<file path="src/rtl/grom_io_pkg.sv">
// ---------------------------------------------------------------------------
// grom_io_pkg: shared register offsets and constants for grom8 I/O devices.
// Rev 1.0
// ---------------------------------------------------------------------------
`default_nettype none

package grom_io_pkg;

  localparam logic [1:0] BTN_REG_LEVEL = 2'd0;
  localparam logic [1:0] BTN_REG_EVENT = 2'd1;
  localparam logic [1:0] BTN_REG_ID    = 2'd2;

  localparam logic [7:0] BTN_ID_BASE   = 8'hB0;

  // 10 ms at 25 MHz
  localparam int unsigned BTN_DEBOUNCE_DEFAULT = 250000;

  function automatic logic [7:0] btn_id(input int unsigned n_btn);
    return BTN_ID_BASE | 8'(n_btn);
  endfunction

endpackage

`default_nettype wire

</file>
<file path="src/rtl/grom_button_port_if.sv">
// ---------------------------------------------------------------------------
// grom_button_port_if: grom8 I/O bus slice seen by the button port.
// Rev 1.0
// ---------------------------------------------------------------------------
`default_nettype none

interface grom_button_port_if;
  logic       sel;
  logic [1:0] addr;
  logic       ioreq;
  logic       we;
  logic [7:0] data_in;
  logic [7:0] data_out;
  logic       irq;

  modport master (output sel, addr, ioreq, we, data_in, input data_out, irq);
  modport slave  (input sel, addr, ioreq, we, data_in, output data_out, irq);
endinterface

`default_nettype wire

</file>
<file path="src/rtl/grom_debounce.sv">
// ---------------------------------------------------------------------------
// grom_debounce: 2-flop synchroniser plus counter debouncer for one button.
// Rev 1.0
// ---------------------------------------------------------------------------
`default_nettype none

module grom_debounce
  import grom_io_pkg::*;
#(
  parameter int unsigned DEBOUNCE_CYCLES = BTN_DEBOUNCE_DEFAULT
) (
  input  logic clk,
  input  logic reset,
  input  logic btn_i,
  output logic level_o,
  output logic rise_o
);

  localparam int unsigned      CNT_W    = $clog2(DEBOUNCE_CYCLES) + 1;
  localparam logic [CNT_W-1:0] CNT_LAST = CNT_W'(DEBOUNCE_CYCLES - 1);

  logic             meta_q;
  logic             sync_q;
  logic             level_q, level_d;
  logic [CNT_W-1:0] cnt_q, cnt_d;

  // Count only while the synchronised input disagrees; any agreement restarts.
  always_comb begin
    level_d = level_q;
    cnt_d   = cnt_q;
    if (sync_q == level_q) begin
      cnt_d = '0;
    end else if (cnt_q == CNT_LAST) begin
      level_d = sync_q;
      cnt_d   = '0;
    end else begin
      cnt_d = cnt_q + CNT_W'(1);
    end
  end

  always_ff @(posedge clk) begin
    if (reset) begin
      meta_q  <= 1'b0;
      sync_q  <= 1'b0;
      level_q <= 1'b0;
      cnt_q   <= '0;
    end else begin
      meta_q  <= btn_i;
      sync_q  <= meta_q;
      level_q <= level_d;
      cnt_q   <= cnt_d;
    end
  end

  assign level_o = level_q;
  // Strobe coincides with the edge that updates level, so events land with it.
  assign rise_o  = level_d & ~level_q;

endmodule

`default_nettype wire

</file>
<file path="src/rtl/grom_button_port.sv">
// ---------------------------------------------------------------------------
// grom_button_port: debounced push-button read port on the grom8 I/O bus.
// Optional registered irq output when GROM_BTN_IRQ_EN is defined.
// Rev 1.0
// ---------------------------------------------------------------------------
`default_nettype none

module grom_button_port
  import grom_io_pkg::*;
#(
  parameter int unsigned N_BTN           = 4,
  parameter int unsigned DEBOUNCE_CYCLES = BTN_DEBOUNCE_DEFAULT
) (
  input  logic                 clk,
  input  logic                 reset,
  input  logic [N_BTN-1:0]     i_Switch,
  grom_button_port_if.slave    bus
);

  localparam logic [7:0] ID_VALUE = btn_id(N_BTN);

  logic [N_BTN-1:0] level;
  logic [N_BTN-1:0] rise;
  logic [N_BTN-1:0] event_q, event_d;
  logic [N_BTN-1:0] clr_mask;
  logic [7:0]       rd_data;
  logic [7:0]       data_out_q;
  logic             rd;
  logic             wr;
  logic             unused_data_hi;

  for (genvar i = 0; i < N_BTN; i++) begin : g_btn
    grom_debounce #(
      .DEBOUNCE_CYCLES (DEBOUNCE_CYCLES)
    ) u_debounce (
      .clk     (clk),
      .reset   (reset),
      .btn_i   (i_Switch[i]),
      .level_o (level[i]),
      .rise_o  (rise[i])
    );
  end

  assign rd = bus.ioreq & bus.sel & ~bus.we;
  assign wr = bus.ioreq & bus.sel &  bus.we;

  // Only the low N_BTN write bits address event flags.
  assign unused_data_hi = ^bus.data_in;

  always_comb begin
    clr_mask = '0;
    if (bus.addr == BTN_REG_EVENT) begin
      if (rd) begin
        clr_mask = event_q;
      end else if (wr) begin
        clr_mask = bus.data_in[N_BTN-1:0];
      end
    end
  end

  // A new press in the clearing cycle survives and is reported next read.
  assign event_d = (event_q & ~clr_mask) | rise;

  always_comb begin
    rd_data = '0;
    case (bus.addr)
      BTN_REG_LEVEL: rd_data[N_BTN-1:0] = level;
      BTN_REG_EVENT: rd_data[N_BTN-1:0] = event_q;
      BTN_REG_ID:    rd_data            = ID_VALUE;
      default:       rd_data            = '0;
    endcase
  end

  always_ff @(posedge clk) begin
    if (reset) begin
      event_q    <= '0;
      data_out_q <= '0;
    end else begin
      event_q <= event_d;
      if (rd) begin
        data_out_q <= rd_data;
      end
    end
  end

  assign bus.data_out = data_out_q;

`ifdef GROM_BTN_IRQ_EN
  logic irq_q;

  always_ff @(posedge clk) begin
    if (reset) begin
      irq_q <= 1'b0;
    end else begin
      irq_q <= |event_q;
    end
  end

  assign bus.irq = irq_q;
`else
  assign bus.irq = 1'b0;
`endif

endmodule

`default_nettype wire
</file>
<file path="src/flat_wrapper.sv">
// flat-port wrapper written by rule: the top's interface ports become plain ports
module grom_button_port_flat import grom_io_pkg::*;
#(
  parameter int unsigned N_BTN           = 4,
  parameter int unsigned DEBOUNCE_CYCLES = BTN_DEBOUNCE_DEFAULT
)
  (clk, reset, i_Switch, bus_sel, bus_addr, bus_ioreq, bus_we, bus_data_in, bus_data_out, bus_irq);
  grom_button_port_if bus_i ();
  input  logic clk;
  input  logic reset;
  input  logic [N_BTN-1:0] i_Switch;
  input wire logic [$bits(bus_i.sel)-1:0] bus_sel;
  input wire logic [$bits(bus_i.addr)-1:0] bus_addr;
  input wire logic [$bits(bus_i.ioreq)-1:0] bus_ioreq;
  input wire logic [$bits(bus_i.we)-1:0] bus_we;
  input wire logic [$bits(bus_i.data_in)-1:0] bus_data_in;
  output wire logic [$bits(bus_i.data_out)-1:0] bus_data_out;
  output wire logic [$bits(bus_i.irq)-1:0] bus_irq;
  assign bus_i.sel = bus_sel;
  assign bus_i.addr = bus_addr;
  assign bus_i.ioreq = bus_ioreq;
  assign bus_i.we = bus_we;
  assign bus_i.data_in = bus_data_in;
  assign bus_data_out = bus_i.data_out;
  assign bus_irq = bus_i.irq;
  grom_button_port #(.N_BTN(N_BTN), .DEBOUNCE_CYCLES(DEBOUNCE_CYCLES)) u_core (.clk(clk), .reset(reset), .i_Switch(i_Switch), .bus(bus_i));
endmodule
</file>
<file path="config.mk">
export PLATFORM = sky130hd
export DESIGN_NAME = grom_button_port_flat
export DESIGN_NICKNAME = d
export VERILOG_FILES = /design/src/rtl/grom_io_pkg.sv /design/src/rtl/grom_button_port_if.sv /design/src/rtl/grom_debounce.sv /design/src/rtl/grom_button_port.sv /design/src/flat_wrapper.sv
export SDC_FILE = /design/constraint.sdc
export NUM_CORES = 1
export LEC_CHECK = 0
export ABC_AREA = 1
export CAP_MARGIN = 20
export CORE_MARGIN = 4
export CORE_UTILIZATION = 50
export CTS_BUF_LIST = sky130_fd_sc_hd__clkbuf_8
export CTS_CLUSTER_DIAMETER = 50
export DETAILED_ROUTE_END_ITERATION = 12
export MAX_ROUTING_LAYER = met4
export PLACE_DENSITY = 0.71
export SKIP_LAST_GASP = 1
export SYNTH_ARGS = -nofsm -noshare
export SYNTH_HDL_FRONTEND = slang
export SYNTH_SLANG_ARGS = --single-unit
</file>
<file path="constraint.sdc">
create_clock -name clk -period 1.4 [get_ports clk]
set_input_delay 0.35 -clock clk [delete_from_list [all_inputs] [get_ports clk]]
set_output_delay 0.35 -clock clk [all_outputs]
set_load 0.005 [all_outputs]
</file>
==> impl_summary.md <==
Outcome
The run finished, with violations left. The final reports fail on negative setup slack.

Detailed routing
The average wire per standard cell is 11.79 um. The iteration-0 DRC count of the detailed router is 208. The count of TritonRoute iterations in the first routing pass is 5. In the routed layout, each cell is associated on average with a via count of 4.875. The number of nets still failing antenna checks after routing is 0. The number of vias after detailed routing is 4753. The routed design has 11.50 mm of wire.

The number of design rule violations left after detail routing is 0.

Worst setup path
Among all stages on the critical path, the largest delay is contributed by dfxtp_2. The highest net fanout along the worst path is 2. The worst setup path is launched from a register. Across all register-to-register paths, the minimum setup slack is -10 ps. The worst setup path is captured at a register. The largest incremental delay on the critical path is 350 ps. The number of buffers and inverters on the critical path is 6. The most common cell type on the critical path is buf_4. The path type of the worst setup path is reg -> reg.

The critical path goes through ha_4, nand3_4, nor2_4, buf_4, buf_4, buf_4, buf_4, buf_4, inv_2, a21oi_2. Data on the critical path is required at its endpoint by 1660 ps. Among cell families on the critical path, the largest total delay comes from buffers and inverters.

Data arrives at the worst endpoint at 1670 ps.

Synthesis
The cell area after synthesis is 4890 um2. The number of different library cells in the post-synthesis netlist is 29. Of the total synthesized cell area, the portion taken by AND, OR, NAND and NOR gates is 37.44%.

After synthesis, the largest family of logic cells by area is simple AND/OR/NAND/NOR gates. The adder-cell share of the synthesized area is 1.024%. The fraction of synthesized cell area in xor and xnor cells is 5.194%. The synthesized flop and latch total is 97. The count of synthesis-stage warnings from yosys is 0. The synthesized netlist devotes 7.011% of its cell area to compound gates.

The mean cell area of the mapped netlist is 6.680 um2. The portion of the post-synthesis area used by sequential elements is 39.71%. Measured against the total synthesized area, the mux share comes to 0%. The synthesized netlist cell count is 732.

Run
Max-cap violations in this run came to 0.

Placement
Before CTS, the worst setup slack after placement is -345.7 ps. In this run the cell area measured after placement is 5684 um2. The total half-perimeter wirelength after legalization and detailed placement is 7.734 mm. The number of I/O port buffers is 21. Routability-driven placement finished with a final weighted congestion of 0.8928. Including well taps, the total number of placed cells is 935.

Global routing
The number of antenna violations at the first check in global routing is 0. The remaining global-route overflow is 0. The total routing resource utilization after global routing is 20.14%. The via count of the first global-routing pass was 4317. The first global-routing pass estimated 18.55 mm of wire. The largest net degree at the start of global routing is 20.

Clock network
The clock transition at the registers of the reported paths is 90 ps. The cell sitting at the root of the clock tree is a clkbuf_8. The clock buffer count from CTS is 9. After clock tree synthesis, the flow added hold-fix buffers numbering 0. The number of sinks on the clock net is 97. The clock insertion delay at the later pin of the skew report is 360 ps. TritonCTS built the clock tree. The H-tree generated during clock tree synthesis spans 3 levels. In this run the deepest clock path goes through 2 buffers.

STA
Across the routed clock network, the largest skew measured is 13.34 ps. The shortest period the worst path allows is 1414 ps. Timing would allow up to 707.1 MHz.

The portion of the clock cycle consumed by the worst path in the final layout is 101.0%. The final-report max-slew violation count is 0. The number of setup violations in the final report is 1.

The least setup slack across all paths after layout is -14.22 ps. Hold timing on the final database bottoms out at a slack of 412.1 ps. Setup repair after global routing could not meet its margin everywhere. The number of endpoints with negative hold slack in the final report came to 0.

Power
Summing internal, switching and leakage power gives 5.396 mW. Dividing total power by cell area gives a power density of 827.8 nW/um2. Summed over all cells, the static leakage comes to 2.476 nW. VDD sags by at most 0.0004626 V.

Cells and area
The proportion of layout cells with a drive suffix above 1 is 24.00%. The commonest non-fill, non-tap cell in the layout is nand2_1. The finished cells cover 6519 um2. The finished layout holds 975 standard cells, fillers aside. In the layout the commonest cells are nand2_1 (185), nor2_1 (119), inv_1 (93). The number of filler cells placed in the layout is 792. In the final design database the tool counted 864 nets. The repair_antennas step left the layout with diodes totalling 0. From synthesis to final layout, the design area changed by 33.32%.

Die
The die boundary width is 106.9 um. Once the floorplan was initialized, standard cells occupied 52.18% of the core. The die covers 11430 um2.

The row count is 35. The die height is 106.9 um. The core region is 9371 um2.

The number of ports placed on the die boundary is 28.

Hold path
The type of the worst min-delay path is reg -> reg.
area by class of cell:
type | instances | area [um2] | share of cell area [%]
Timing Repair inverter | 1 | 16.27 | 0.2495
Inverter | 100 | 392.9 | 6.027
Timing Repair Buffer | 106 | 973.4 | 14.93
Clock buffer | 10 | 137.6 | 2.111
Clock inverter | 6 | 136.4 | 2.092
Multi-Input combinational cell | 526 | 2731 | 41.90
Tap cell | 129 | 161.4 | 2.476
Sequential cell | 97 | 1969 | 30.21
kinds of logic (layout without fill, tap and decap cells):
family	Yosys count	in the layout
compound gates	60	60
xor+xnor	29	29
fa+ha+maj	4	4
buf+inv	110	223
flops	97	97
other cells	1	2
simple gates	431	431
worst reg2reg max path: stages (launching register included):
cell and delay, ps:
dfxtp_2 350, ha_4 170, nand3_4 70, nor2_4 50, buf_4 130, buf_4 120, buf_4 120, buf_4 120
buf_4 120, inv_2 40, a21oi_2 40
sequential cells by signal (all words and copies together), names as in the netlist:
signal                           count
u_core.g_btn.u_debounce.meta_q       4
u_core.bus.data_out                  5
u_core.g_btn.u_debounce.cnt_q       76
u_core.g_btn.u_debounce.sync_q       4
u_core.g_btn.u_debounce.level_o      4
u_core.event_q                       4
what timing repair did:
item                       4_1_cts  5_1_grt
hold endpoints to repair         0        0
resized for setup               34       76
buffers inserted                13        7
pin swaps                        7       21
cloned                           2        2
setup endpoints to repair       74       73
path summary, 6_finish.rpt:
path | start | to | cells past startpoint
max | u_core.g_btn[2].u_debounce.cnt_q[0] | u_core.g_btn[2].u_debounce.cnt_q[4] | 10
min reg2reg | u_core.g_btn[1].u_debounce.meta_q | u_core.g_btn[1].u_debounce.sync_q | 2
min | u_core.g_btn[1].u_debounce.meta_q | u_core.g_btn[1].u_debounce.sync_q | 2
max reg2reg | u_core.g_btn[2].u_debounce.cnt_q[0] | u_core.g_btn[2].u_debounce.cnt_q[4] | 10
cell usage after synthesis:
cell type,count,area (um2)
o21bai_4,2,37.54
xor2_1,21,183.9
buf_6,3,33.78
buf_8,1,15.01
nand3b_1,2,15.01
conb_1,1,3.750
o21ai_0,24,120.1
buf_2,2,10.01
buf_4,4,30.03
nand3_2,3,30.03
nor3_1,2,10.01
or2_2,1,6.260
ha_1,4,50.05
nand2_1,192,720.7
inv_4,1,6.260
o21bai_1,3,22.52
inv_1,99,371.6
nand2_2,1,6.260
or2_0,6,37.54
nor2_2,15,93.84
dfxtp_1,97,1942
a31oi_1,4,25.02
xnor2_1,8,70.07
nor2_4,3,33.78
a211oi_1,1,7.510
nor2_1,143,536.8
nand4_1,20,125.1
nand3_1,43,215.2
a21oi_1,26,130.1
per-stage QoR:
| stage | setup TNS (ps) | utilization (%) |
|---|---|---|
| 2_1_floorplan | 0 | - |
| 3_3_place_gp | -20150 | 60.65 |
| 3_5_place_dp | -22910 | 60.65 |
| 4_1_cts | -699.0 | 66.19 |
| 5_1_grt | -2341 | 69.56 |
| 6_report | -14.22 | 69.56 |
per-layer routing:
layer	track usage (%)	routed length (um)
met5	-	0
met4	7.123	168
met3	2.890	453
met2	31.88	5466
met1	26.49	5406
report_power, final:
part           switching, mW  internal [mW]
registers             0.0118           2.78
clock network          0.984           1.42
logic                 0.0927          0.108
No activity file was read; power rests on OpenSTA's default activity.
